--- src/rtl/fft_pkg.sv ---
// Shared FFT datapath definitions: sequencer state encoding and default counter width.
package fft_pkg;

  localparam int unsigned FFT_CYCLE_W = 11;

  typedef enum logic [2:0] {
    ST_IDLE  = 3'd0,
    ST_ARM   = 3'd1,
    ST_RUN   = 3'd2,
    ST_DRAIN = 3'd3,
    ST_DONE  = 3'd4,
    ST_ERROR = 3'd5
  } fft_state_e;

endpackage

--- src/rtl/fft_sequencer.sv ---
// FFT run sequencer: arms the core, times the RUN phase, waits for write-back
// to go quiet, then reports completion, timeout error or config error.
module fft_sequencer
  import fft_pkg::*;
#(
  parameter int unsigned CYCLE_W      = FFT_CYCLE_W,
  parameter int unsigned MAX_CFG      = 4,
  parameter int unsigned TIMEOUT      = 2000,
  parameter int unsigned DRAIN_CYCLES = 4
) (
  input  logic               clk,
  input  logic               rstn,
  input  logic               i_start,
  input  logic [2:0]         i_point_config,
  input  logic               i_abort,
  input  logic               i_clear,
  input  logic               i_fft_done,
  input  logic               i_write_enable,
  output logic               o_working,
  output logic [CYCLE_W-1:0] o_cycle_count,
  output logic [2:0]         o_point_config,
  output logic               o_busy,
  output logic               o_done,
  output logic               o_cfg_err,
  output logic               o_error,
  output logic [CYCLE_W-1:0] o_run_cycles
);

  localparam int unsigned          DRAIN_W    = $clog2(DRAIN_CYCLES + 1);
  localparam logic [CYCLE_W-1:0]   CC_LAST    = CYCLE_W'(TIMEOUT - 1);
  localparam logic [CYCLE_W-1:0]   CC_MAX     = '1;
  localparam logic [DRAIN_W-1:0]   DRAIN_DONE = DRAIN_W'(DRAIN_CYCLES);

  fft_state_e         r_state;
  logic               r_working;
  logic [CYCLE_W-1:0] r_cycle_count;
  logic [2:0]         r_point_config;
  logic               r_busy;
  logic               r_done;
  logic               r_cfg_err;
  logic               r_error;
  logic [CYCLE_W-1:0] r_run_cycles;
  logic [DRAIN_W-1:0] r_drain_cnt;

  logic               w_cfg_ok;
  logic [CYCLE_W-1:0] w_cc_inc;
  logic [DRAIN_W-1:0] w_drain_nxt;

  always_comb begin
    w_cfg_ok    = (i_point_config <= 3'(MAX_CFG));
    w_cc_inc    = (r_cycle_count == CC_MAX) ? r_cycle_count : r_cycle_count + CYCLE_W'(1);
    w_drain_nxt = i_write_enable ? '0 : r_drain_cnt + DRAIN_W'(1);
  end

  // Every flag is registered alongside the state it belongs to, so o_busy and
  // o_working always agree with the state register.
  always_ff @(posedge clk or negedge rstn) begin
    if (!rstn) begin
      r_state        <= ST_IDLE;
      r_working      <= 1'b0;
      r_cycle_count  <= '0;
      r_point_config <= '0;
      r_busy         <= 1'b0;
      r_done         <= 1'b0;
      r_cfg_err      <= 1'b0;
      r_error        <= 1'b0;
      r_run_cycles   <= '0;
      r_drain_cnt    <= '0;
    end else begin
      r_done    <= 1'b0;
      r_cfg_err <= 1'b0;
      case (r_state)
        ST_IDLE: begin
          if (i_clear) r_error <= 1'b0;
          if (i_start && !r_error) begin
            if (w_cfg_ok) begin
              r_point_config <= i_point_config;
              r_state        <= ST_ARM;
              r_busy         <= 1'b1;
            end else begin
              r_cfg_err <= 1'b1;
            end
          end
        end
        ST_ARM: begin
          if (i_abort) begin
            r_state <= ST_IDLE;
            r_busy  <= 1'b0;
          end else begin
            r_cycle_count <= '0;
            r_state       <= ST_RUN;
            r_working     <= 1'b1;
          end
        end
        ST_RUN: begin
          if (i_abort) begin
            r_state   <= ST_IDLE;
            r_busy    <= 1'b0;
            r_working <= 1'b0;
          end else if (i_fft_done) begin
            r_run_cycles <= w_cc_inc;
            r_drain_cnt  <= '0;
            r_state      <= ST_DRAIN;
            r_working    <= 1'b0;
          end else if (r_cycle_count == CC_LAST) begin
            r_state   <= ST_ERROR;
            r_working <= 1'b0;
            r_error   <= 1'b1;
          end else begin
            r_cycle_count <= w_cc_inc;
          end
        end
        ST_DRAIN: begin
          if (i_abort) begin
            r_state <= ST_IDLE;
            r_busy  <= 1'b0;
          end else begin
            r_drain_cnt <= w_drain_nxt;
            if (w_drain_nxt == DRAIN_DONE) begin
              r_state <= ST_DONE;
              r_done  <= 1'b1;
            end
          end
        end
        ST_DONE, ST_ERROR: begin
          r_state <= ST_IDLE;
          r_busy  <= 1'b0;
        end
        default: begin
          r_state   <= ST_IDLE;
          r_busy    <= 1'b0;
          r_working <= 1'b0;
        end
      endcase
    end
  end

  assign o_working      = r_working;
  assign o_cycle_count  = r_cycle_count;
  assign o_point_config = r_point_config;
  assign o_busy         = r_busy;
  assign o_done         = r_done;
  assign o_cfg_err      = r_cfg_err;
  assign o_error        = r_error;
  assign o_run_cycles   = r_run_cycles;

endmodule

--- config.mk ---
export PLATFORM = sky130hd
export DESIGN_NAME = fft_sequencer
export DESIGN_NICKNAME = d
export VERILOG_FILES = /design/src/rtl/fft_pkg.sv /design/src/rtl/fft_sequencer.sv
export SDC_FILE = /design/constraint.sdc
export NUM_CORES = 1
export LEC_CHECK = 0
export ABC_AREA = 1
export BUFFER_PORTS_ARGS = -buffer_cell sky130_fd_sc_hd__buf_2
export CAP_MARGIN = 25
export CORE_MARGIN = 1.5
export CORE_UTILIZATION = 38
export CTS_CLUSTER_DIAMETER = 100
export CTS_CLUSTER_SIZE = 14
export DETAILED_ROUTE_END_ITERATION = 8
export MAX_ROUTING_LAYER = met4
export PLACE_DENSITY = 0.72
export SKIP_CTS_REPAIR_TIMING = 1
export SLEW_MARGIN = 20
export SYNTH_ARGS = -nofsm -noshare
export SYNTH_HDL_FRONTEND = slang
export SYNTH_SLANG_ARGS = --single-unit
--- constraint.sdc ---
create_clock -name clk -period 1.4 [get_ports clk]
set_input_delay 0.07 -clock clk [delete_from_list [all_inputs] [get_ports clk]]
set_output_delay 0.07 -clock clk [all_outputs]
set_load 0.01 [all_outputs]
==> impl_metrics.tcl, run 1 <==
set metrics [dict create \
    status "finished clean" \
    grtUsageTotal 0.192 \
    synth-adder-area-share 0.0134 \
    drt-pass1-iter-count 4 \
    max_freq_mhz 736 \
    fin_nets 332 \
    coreArea_um2 4720 \
    cts_tree "yes" \
    finalWeightedCongestion 0.878 \
    seq_area_frac_synth 0.484 \
    dr_total_vias 1858 \
    hold_violations 0 \
    initial_core_util 0.394 \
    worstMarginPinSlew_ns 0.424 \
    synth.area.mux_share 0 \
    arrival_ns 1.59 \
    critPathRequiredTime_ns 1.63 \
    cts_buffer_depth 2 \
    start_kind "register" \
    clk_latency_ns 0.29 \
    synth_compound_area_frac 0.0289 \
    routedWlPerCell_um 12.2 \
    drtIter0Drc 116 \
    layout_min_cycle_time_ns 1.36 \
    setup_viol 0 \
    synthCells 251 \
    buffer_ports.inserted 39 \
    avgSynthCellArea_um2 7.42 \
    synth_top_family_by_area "simple AND/OR/NAND/NOR gates" \
    peakVddDrop_mv 0.843 \
    synth_top_area_share 0.484 \
    seq_area_um2 905 \
    rrSetupSlack_ns 0.04 \
    grt_pass1_vias 1716 \
    finalCritPeriodShare 0.971 \
    syn_area_um2 1860 \
    crit_fanout 7 \
    rsz0062_at_grt "yes" \
    grt_first_pass_wirelength_mm 7.60 \
    mappedNetlistNets 263 \
    diodes 0 \
    power_mw 3.43 \
    cts-htree-levels 2 \
    worstHoldPathType "primary input to register" \
    max-slew-margin-rel 0.718 \
    n_fill_cell 457 \
    rows 25 \
    die_h_um 73.0 \
    ys_types 22 \
    slew_viol_final 0 \
    synthXorXnorAreaFrac 0.00470 \
    ys_seq_elements 36 \
    synth_area_leaders "dfrtp_1, nand2_1, nand3_1" \
    overflow 0 \
    multi_input_area_um2 943 \
    cts_buffers 5 \
    clkTransAtPathRegs_ns 0.07 \
    clock_skew_ns 0.00741 \
    drive_above_1_share 0.330 \
    drc_errors 0 \
    die_area_um2 5330 \
    ys_warn_count 0 \
    pwr_density_cell_nw_per_um2 1330 \
    finalInstanceArea_um2 2570 \
    yosys.area.top_type "dfrtp_1" \
    io_pins 40 \
    vias_per_cell 4.79 \
    root_buffer "clkbuf_8" \
    endpoint_kind "register" \
    cts_sinks 36 \
    ant_nets 0 \
    synthSimpleGateAreaFrac 0.398 \
    cap_viol_max_count 0 \
    dpl_cell_area_um2 2330 \
    power_leakage_nw 1.49 \
    die_w_um 73.0 \
    antenna_found_initial 0 \
    hpwl_mm 3.46 \
    wirelength_mm 4.74 \
    syn_to_final_growth_pct 38.0 \
    critPathKind "register to register" \
    grt_max_degree 21 \
]
-- stage by stage --
stage	hold WS (ns)	util	cells	setup WS [ns]	TNS (ns)
2_1_floorplan	-0.226	-	251	0.0297	0
3_3_place_gp	0.0235	0.493	378	0.0220	0
3_5_place_dp	0.0300	0.493	378	-0.0189	-0.0364
4_1_cts	-0.281	0.515	386	-0.0393	-0.172
5_1_grt	0.0403	0.544	388	-0.0563	-0.471
6_report	0.0278	0.544	388	0.0407	0
-- Yosys cell counts, drive strengths merged --
master and n:
nand2 110, dfrtp 36, inv 27, nand3 25, nor2 19, nand4 9
o21ai 9, buf 4, nand3b 3, ha 2, nor3 2, or2 2
a21oi 1, nor4 1, xnor2 1
-- state kept, by name (all words and copies together) (netlist names) --
signal,cells
o_error,1
o_cfg_err,1
r_state,3
o_point_config,3
o_run_cycles,11
o_working,1
o_done,1
r_drain_cnt,3
o_busy,1
o_cycle_count,11
-- layout by cell type (no fill, tap or decap), types with 2 or more instances in the layout --
| master | count |
|---|---|
| buf_2 | 39 |
| buf_4 | 22 |
| buf_6 | 3 |
| clkbuf_8 | 5 |
| dfrtp_1 | 33 |
| dfrtp_2 | 3 |
| inv_1 | 20 |
| inv_2 | 5 |
| inv_4 | 2 |
| nand2_1 | 102 |
| nand2_2 | 7 |
| nand3_1 | 20 |
| nand3_2 | 2 |
| nand3_4 | 3 |
| nand3b_1 | 2 |
| nand4_1 | 9 |
| nor2_1 | 14 |
| nor2_2 | 3 |
| nor2_4 | 2 |
| o21ai_0 | 8 |
| or2_2 | 2 |
-- per-layer routing --
metal  share of wire  global-route usage
met1            0.43               0.251
met2            0.49               0.291
met3           0.053              0.0387
met4           0.027              0.0776
met5               0                   -
-- path summary, 6_finish.rpt --
| path | to | depth (start not counted) | from |
|---|---|---|---|
| hold reg to reg | o_busy$_DFFE_PN0P_ | 2 | o_busy$_DFFE_PN0P_ |
| min in group asynchronous | o_busy$_DFFE_PN0P_ | 2 | rstn |
| max in group asynchronous | o_cycle_count[4]$_DFFE_PN0P_ | 3 | rstn |
| setup reg to reg | o_cycle_count[1]$_DFFE_PN0P_ | 8 | o_cycle_count[1]$_DFFE_PN0P_ |
| hold / removal | o_point_config[2]$_DFFE_PN0P_ | 3 | i_point_config[2] |
| setup / recovery | o_cycle_count[1]$_DFFE_PN0P_ | 8 | o_cycle_count[1]$_DFFE_PN0P_ |
-- worst max-delay path: stages (launching register included) --
cell,delay [ns]
dfrtp_2,0.39
ha_4,0.16
nand3_4,0.10
nor2_4,0.14
nand2_4,0.08
o21ai_4,0.18
buf_6,0.15
nand2_1,0.05
nand2_1,0.06
-- cells by family (layout without fill, tap and decap cells) --
kind of cell	Yosys count	in the layout
XOR/XNOR	1	1
buffers and inverters	31	101
AND/OR/NAND/NOR	171	171
adder cells (fa/ha/maj)	2	2
AO/OA/AOI/OAI	10	10
flip-flops	36	36
-- final cells by class --
type / count / area share
Clock buffer: 6 / 0.0282
Timing Repair Buffer: 66 / 0.165
Inverter: 27 / 0.0414
Sequential cell: 36 / 0.352
Clock inverter: 2 / 0.0136
Multi-Input combinational cell: 184 / 0.367
Tap cell: 67 / 0.0326
-- power by group --
group | internal [mW] | total [mW] | leakage [nW] | switching (mW)
clock network | 0.528 | 0.900 | 0.0552 | 0.371
logic | 0.490 | 1.18 | 0.946 | 0.694
registers | 1.21 | 1.35 | 0.484 | 0.133
total | 2.23 | 3.43 | 1.49 | 1.20
(Power assumes the default switching activity.)
==> run 2, diff against run 1 <==
--- a/config.mk
+++ b/config.mk
@@ -13,6 +13,7 @@
 export CTS_CLUSTER_DIAMETER = 100
 export CTS_CLUSTER_SIZE = 14
 export DETAILED_ROUTE_END_ITERATION = 8
+export GPL_TIMING_DRIVEN = 0
 export MAX_ROUTING_LAYER = met4
 export PLACE_DENSITY = 0.72
 export SKIP_CTS_REPAIR_TIMING = 1
==> run 2 against run 1 <==
Against the previous run:
- design area is 5.8% lower
- fmax is 5.7% lower
- critical endpoint is now o_cycle_count[10]$_DFFE_PN0P_
- the flow now finishes with violations (setup timing)
- sequential share of layout area is 2.3 points higher
- wire length is 7.4% lower
- first-iteration DRC count is 41% higher
- via count is 5.5% lower
- largest power group unchanged
- count of clock-buffer cells in the layout stayed put
- worst setup slack worse by 0.082 ns
- hold slack worse by 0.0095 ns
- combinational power is 9% lower
- critical path depth stayed put
- non-clock buffer count is 17 lower
==> impl_metrics.tcl, run 2 (same netlist as run 1, synthesis figures left out) <==
set metrics [dict create \
    critPathKind "register to register" \
    r2r-start "o_cycle_count[1]$_DFFE_PN0P_" \
    post-place-ws_ns -0.142 \
    max_freq_mhz 694 \
    buffer_ports.inserted 39 \
    cp_slowest_cell "dfrtp_2" \
    peakVddDrop_mv 0.632 \
    cts_sinks 36 \
    slowest_delay_ns 0.43 \
    cts_buffers 5 \
    cts_buffer_depth 2 \
    coreArea_um2 4720 \
    power_mw 3.22 \
    routedWlPerCell_um 11.8 \
    final_core_util 0.512 \
    diodes 0 \
    rsz0062_at_grt "yes" \
    hold_path_depth 3 \
    layout_common_cells "nand2_1, buf_2, dfrtp_1, inv_1, nand3_1" \
    worst-path-buf-inv 1 \
    clockPowerShare 0.248 \
    fin_nets 315 \
    grt_first_pass_wirelength_mm 6.78 \
    layout_min_cycle_time_ns 1.44 \
    initial_core_util 0.394 \
    finalWeightedCongestion 0.871 \
    clock_skew_ns 0.00792 \
    finalCritPeriodShare 1.03 \
    grtUsageTotal 0.171 \
    swShare 0.368 \
    violations "setup timing" \
    whs_endpoint "o_point_config[0]$_DFFE_PN0P_" \
    crit_family "flip-flops" \
    hpwl_mm 2.82 \
    reg2regPathDepth 8 \
    syn_to_final_growth_pct 30.0 \
    cts_tree "yes" \
    wirelength_mm 4.39 \
    arrival_ns 1.68 \
    endpoint_kind "register" \
    crit_fanout 5 \
    intPower_mw 2.04 \
    dr_total_vias 1755 \
    drt-pass1-iter-count 4 \
    clk_latency_ns 0.30 \
    overflow 0 \
    clkTransAtPathRegs_ns 0.08 \
    die_w_um 73.0 \
    vias_per_cell 4.73 \
    worstReg2RegEnd "o_cycle_count[10]$_DFFE_PN0P_" \
    layout.cells.most_common "nand2_1" \
    io_pins 40 \
    drc_errors 0 \
    crit_chain "ha_4, nand3_4, nor2_4, nand2_4, o21ai_4, buf_6, nand2_1, nand2_1" \
    status "complete, but fails checks" \
    grt_max_degree 37 \
    hold_start "i_point_config[0]" \
    worstHoldPathType "primary input to register" \
    rrSetupSlack_ns -0.04 \
    p_seq_frac 0.421 \
    die_area_um2 5330 \
    worstMarginPinSlew_ns 0.800 \
    drive_above_1_share 0.303 \
    fin_ws_ns -0.0415 \
    drtIter0Drc 163 \
    die_h_um 73.0 \
    power_leakage_nw 1.38 \
    antenna_found_initial 0 \
    n_fill_cell 456 \
    start_kind "register" \
    ant_nets 0 \
    crit_top_cell "nand2_1" \
    cts-htree-levels 2 \
    root_buffer "clkbuf_8" \
    setup_viol 10 \
    slew_viol_final 0 \
    max-slew-margin-rel 0.467 \
    grt_pass1_vias 1491 \
    rows 25 \
    cap_viol_max_count 0 \
    combPwrFrac 0.332 \
    p_sw_mw 1.19 \
    critPathRequiredTime_ns 1.64 \
    hold_violations 0 \
    pwr_density_cell_nw_per_um2 1330 \
    fin_tns_setup_ns -0.316 \
]
[run 2: cell type report]
type                       instances  area [um2]  share of cell area
buffer                             4        37.5              0.0155
clock inverter                     2        15.0             0.00620
timing repair buffer              45         246               0.102
inverter                          27         104              0.0429
clock buffer                       6        82.6              0.0341
tap                               67        83.8              0.0346
multi-input combinational        184         943               0.390
sequential                        36         907               0.375
[run 2: worst max-delay path by stage]
stage,startpoint,endpoint,depth (start not counted)
final,o_cycle_count[1]$_DFFE_PN0P_,o_cycle_count[10]$_DFFE_PN0P_,8
after global routing,o_cycle_count[7]$_DFFE_PN0P_,o_cycle_count[10]$_DFFE_PN0P_,9
after detailed placement,o_cycle_count[0]$_DFFE_PN0P_,o_run_cycles[1]$_DFFE_PN0N_,8
after floorplan,o_cycle_count[0]$_DFFE_PN0P_,o_cycle_count[0]$_DFFE_PN0P_,8
after CTS,o_cycle_count[0]$_DFFE_PN0P_,o_run_cycles[0]$_DFFE_PN0N_,8
after global placement,o_cycle_count[0]$_DFFE_PN0P_,o_cycle_count[1]$_DFFE_PN0P_,8
[run 2: metrics by stage]
step / hold WS, ns / instances / instance area, um2
5_1_grt: 0.0359 / 371 / 2420
6_report: 0.0183 / 371 / 2420
3_5_place_dp: 0.218 / 357 / 2160
2_1_floorplan: -0.226 / 251 / 1880
4_1_cts: -0.107 / 365 / 2260
3_3_place_gp: 0.200 / 357 / 2160
[run 2: per-layer routing]
| metal | global-route usage | routed length, um | share of wire |
|---|---|---|---|
| met1 | 0.232 | 2090 | 0.48 |
| met2 | 0.253 | 2020 | 0.46 |
| met3 | 0.0373 | 176 | 0.040 |
| met4 | 0.0566 | 104 | 0.024 |
| met5 | - | 0 | 0 |
[run 2: worst reg2reg max path: cells and delay by family, from the launching register on]
family | cells | cell delay, ns
flops | 1 | 0.43
simple gates | 5 | 0.42
buf+inv | 1 | 0.15
compound gates | 1 | 0.21
fa+ha+maj | 1 | 0.18
[run 2: power groups by stage]
stage               combinational (mW)  sequential [mW]  clock [mW]
finish                            1.07             1.35       0.798
global route                      1.20             1.39       0.851
CTS                              0.904             1.35       0.805
detailed placement               0.903             1.37           0
global placement                 0.886             1.37           0
floorplan                        0.555             1.42           0
==> run 3, diff against run 2 <==
--- a/config.mk
+++ b/config.mk
@@ -9,13 +9,13 @@
 export BUFFER_PORTS_ARGS = -buffer_cell sky130_fd_sc_hd__buf_2
 export CAP_MARGIN = 25
 export CORE_MARGIN = 1.5
-export CORE_UTILIZATION = 38
+export CORE_UTILIZATION = 35
 export CTS_CLUSTER_DIAMETER = 100
 export CTS_CLUSTER_SIZE = 14
 export DETAILED_ROUTE_END_ITERATION = 8
 export GPL_TIMING_DRIVEN = 0
 export MAX_ROUTING_LAYER = met4
-export PLACE_DENSITY = 0.72
+export PLACE_DENSITY = 0.68
 export SKIP_CTS_REPAIR_TIMING = 1
 export SLEW_MARGIN = 20
 export SYNTH_ARGS = -nofsm -noshare
==> run 3 against run 2 <==
Against the previous run:
- the run still ends with setup timing left
- sequential power barely moved
- first-iteration DRC count is 34% lower
- clock power decreased by 4.1%
- combinational power increased by 10%
- global-route usage shrank 0.24 points
- sequential cell count is the same
==> impl_metrics.tcl, run 3 (same netlist as run 1, synthesis figures left out) <==
set metrics [dict create \
    worst-path-buf-inv 1 \
    pwr_density_cell_nw_per_um2 1330 \
    coreArea_um2 5110 \
    dpl_cell_area_um2 2160 \
    die_h_um 75.9 \
    finalWeightedCongestion 0.845 \
    crit_chain "ha_4, nand3_4, nor2_4, nand2_4, o21ai_4, buf_6, nand2_1, nand2_1" \
    syn_to_final_growth_pct 33.7 \
    antenna_found_initial 0 \
    violations "setup timing" \
    root_buffer "clkbuf_8" \
    slowest_delay_ns 0.41 \
    clk_latency_ns 0.29 \
    max-slew-margin-rel 0.456 \
    max_freq_mhz 684 \
    status "complete, but fails checks" \
    cap_viol_max_count 0 \
    drtIter0Drc 107 \
    setup_viol 11 \
    drc_errors 0 \
    arrival_ns 1.69 \
    layout_common_cells "nand2_1, buf_2, dfrtp_1, inv_1, nand3_1" \
    fin_nets 322 \
    finalInstanceArea_um2 2490 \
    worst_hold_slack_ns 0.0341 \
    grt_pass1_vias 1686 \
    wirelength_mm 4.69 \
    crit_top_cell "nand2_1" \
    rows 26 \
    worstMarginPinSlew_ns 0.816 \
    endpoint_kind "register" \
    cts_sinks 36 \
    diodes 0 \
    crit_family "simple AND/OR/NAND/NOR gates" \
    cts_tree "yes" \
    layout_min_cycle_time_ns 1.46 \
    hpwl_mm 3.00 \
    start_kind "register" \
    peakVddDrop_mv 0.705 \
    io_pins 40 \
    clkTransAtPathRegs_ns 0.07 \
    fin_tns_setup_ns -0.477 \
    grtUsageTotal 0.168 \
    cts_buffers 5 \
    vias_per_cell 4.70 \
    power_leakage_nw 1.42 \
    overflow 0 \
    cp_slowest_cell "dfrtp_2" \
    drt-pass1-iter-count 4 \
    rsz0062_at_grt "yes" \
    slew_viol_final 0 \
    clock_skew_ns 0.00215 \
    critPathKind "register to register" \
    power_mw 3.30 \
    dr_total_vias 1789 \
    grt_max_degree 37 \
    crit_fanout 5 \
    die_area_um2 5770 \
    fin_ws_ns -0.0627 \
    buffer_ports.inserted 39 \
    finalCritPeriodShare 1.04 \
    worstHoldPathType "primary input to register" \
    critPathRequiredTime_ns 1.63 \
    ant_nets 0 \
    die_w_um 75.9 \
    cts-htree-levels 2 \
    grt_first_pass_wirelength_mm 7.65 \
    layout.cells.most_common "nand2_1" \
    routedWlPerCell_um 12.3 \
    cts_buffer_depth 2 \
    hold_violations 0 \
    initial_core_util 0.365 \
    drive_above_1_share 0.334 \
]
## run 3: changes by cell type in the layout (fill, tap and decap cells not counted)
cell,previous run,this run
clkinvlp_4,2,0
nand3_1,20,18
inv_4,1,0
nor2_2,3,2
buf_4,6,12
dfrtp_1,31,27
dfrtp_2,5,9
clkbuf_1,0,2
inv_1,20,19
nor2_4,2,3
buf_6,3,4
nand3_2,2,4
inv_2,6,8
## run 3: path summary, 6_finish.rpt
check	cells after the start	slack [ns]	to	startpoint
max	8	-0.06	o_cycle_count[1]$_DFFE_PN0P_	o_cycle_count[1]$_DFFE_PN0P_
min	3	0.03	o_cfg_err$_DFF_PN0_	i_start
max reg2reg	8	-0.06	o_cycle_count[1]$_DFFE_PN0P_	o_cycle_count[1]$_DFFE_PN0P_
min reg2reg	2	0.48	o_run_cycles[10]$_DFFE_PN0N_	o_run_cycles[10]$_DFFE_PN0N_
max in group asynchronous	2	0.42	o_cycle_count[9]$_DFFE_PN0P_	rstn
min in group asynchronous	2	0.42	o_run_cycles[2]$_DFFE_PN0N_	rstn
## run 3: report_power, final
group | switching, mW | internal (mW) | total (mW)
registers | 0.144 | 1.21 | 1.36
logic | 0.693 | 0.485 | 1.18
clock network | 0.363 | 0.401 | 0.765
## run 3: metrics by stage
| stage | setup slack [ns] | instances | util |
|---|---|---|---|
| after global routing | -0.126 | 381 | 0.488 |
| after CTS | -0.163 | 368 | 0.441 |
| after floorplan | 0.0297 | 251 | - |
| after detailed placement | -0.141 | 360 | 0.423 |
| after global placement | -0.138 | 360 | 0.423 |
| final | -0.0627 | 381 | 0.488 |
## run 3: worst register-to-register path, stage by stage (launching register included)
cell,delay (ns)
dfrtp_2,0.41
ha_4,0.17
nand3_4,0.11
nor2_4,0.15
nand2_4,0.08
o21ai_4,0.20
buf_6,0.16
nand2_1,0.06
nand2_1,0.06
## run 3: layout make-up
cell class	instances	area, um2
multi-input combinational	184	958
tap	70	87.6
inverter	27	101
clock buffer	8	90.1
fill	523	2620
sequential	36	912
buffer	4	41.3
timing repair buffer	52	299
## run 3: metal layers
metal,up-vias,share of wire,track usage
li1,914,-,-
met1,827,0.46,0.218
met2,43,0.49,0.268
met3,5,0.043,0.0386
met4,0,0.012,0.0444
met5,-,0,-
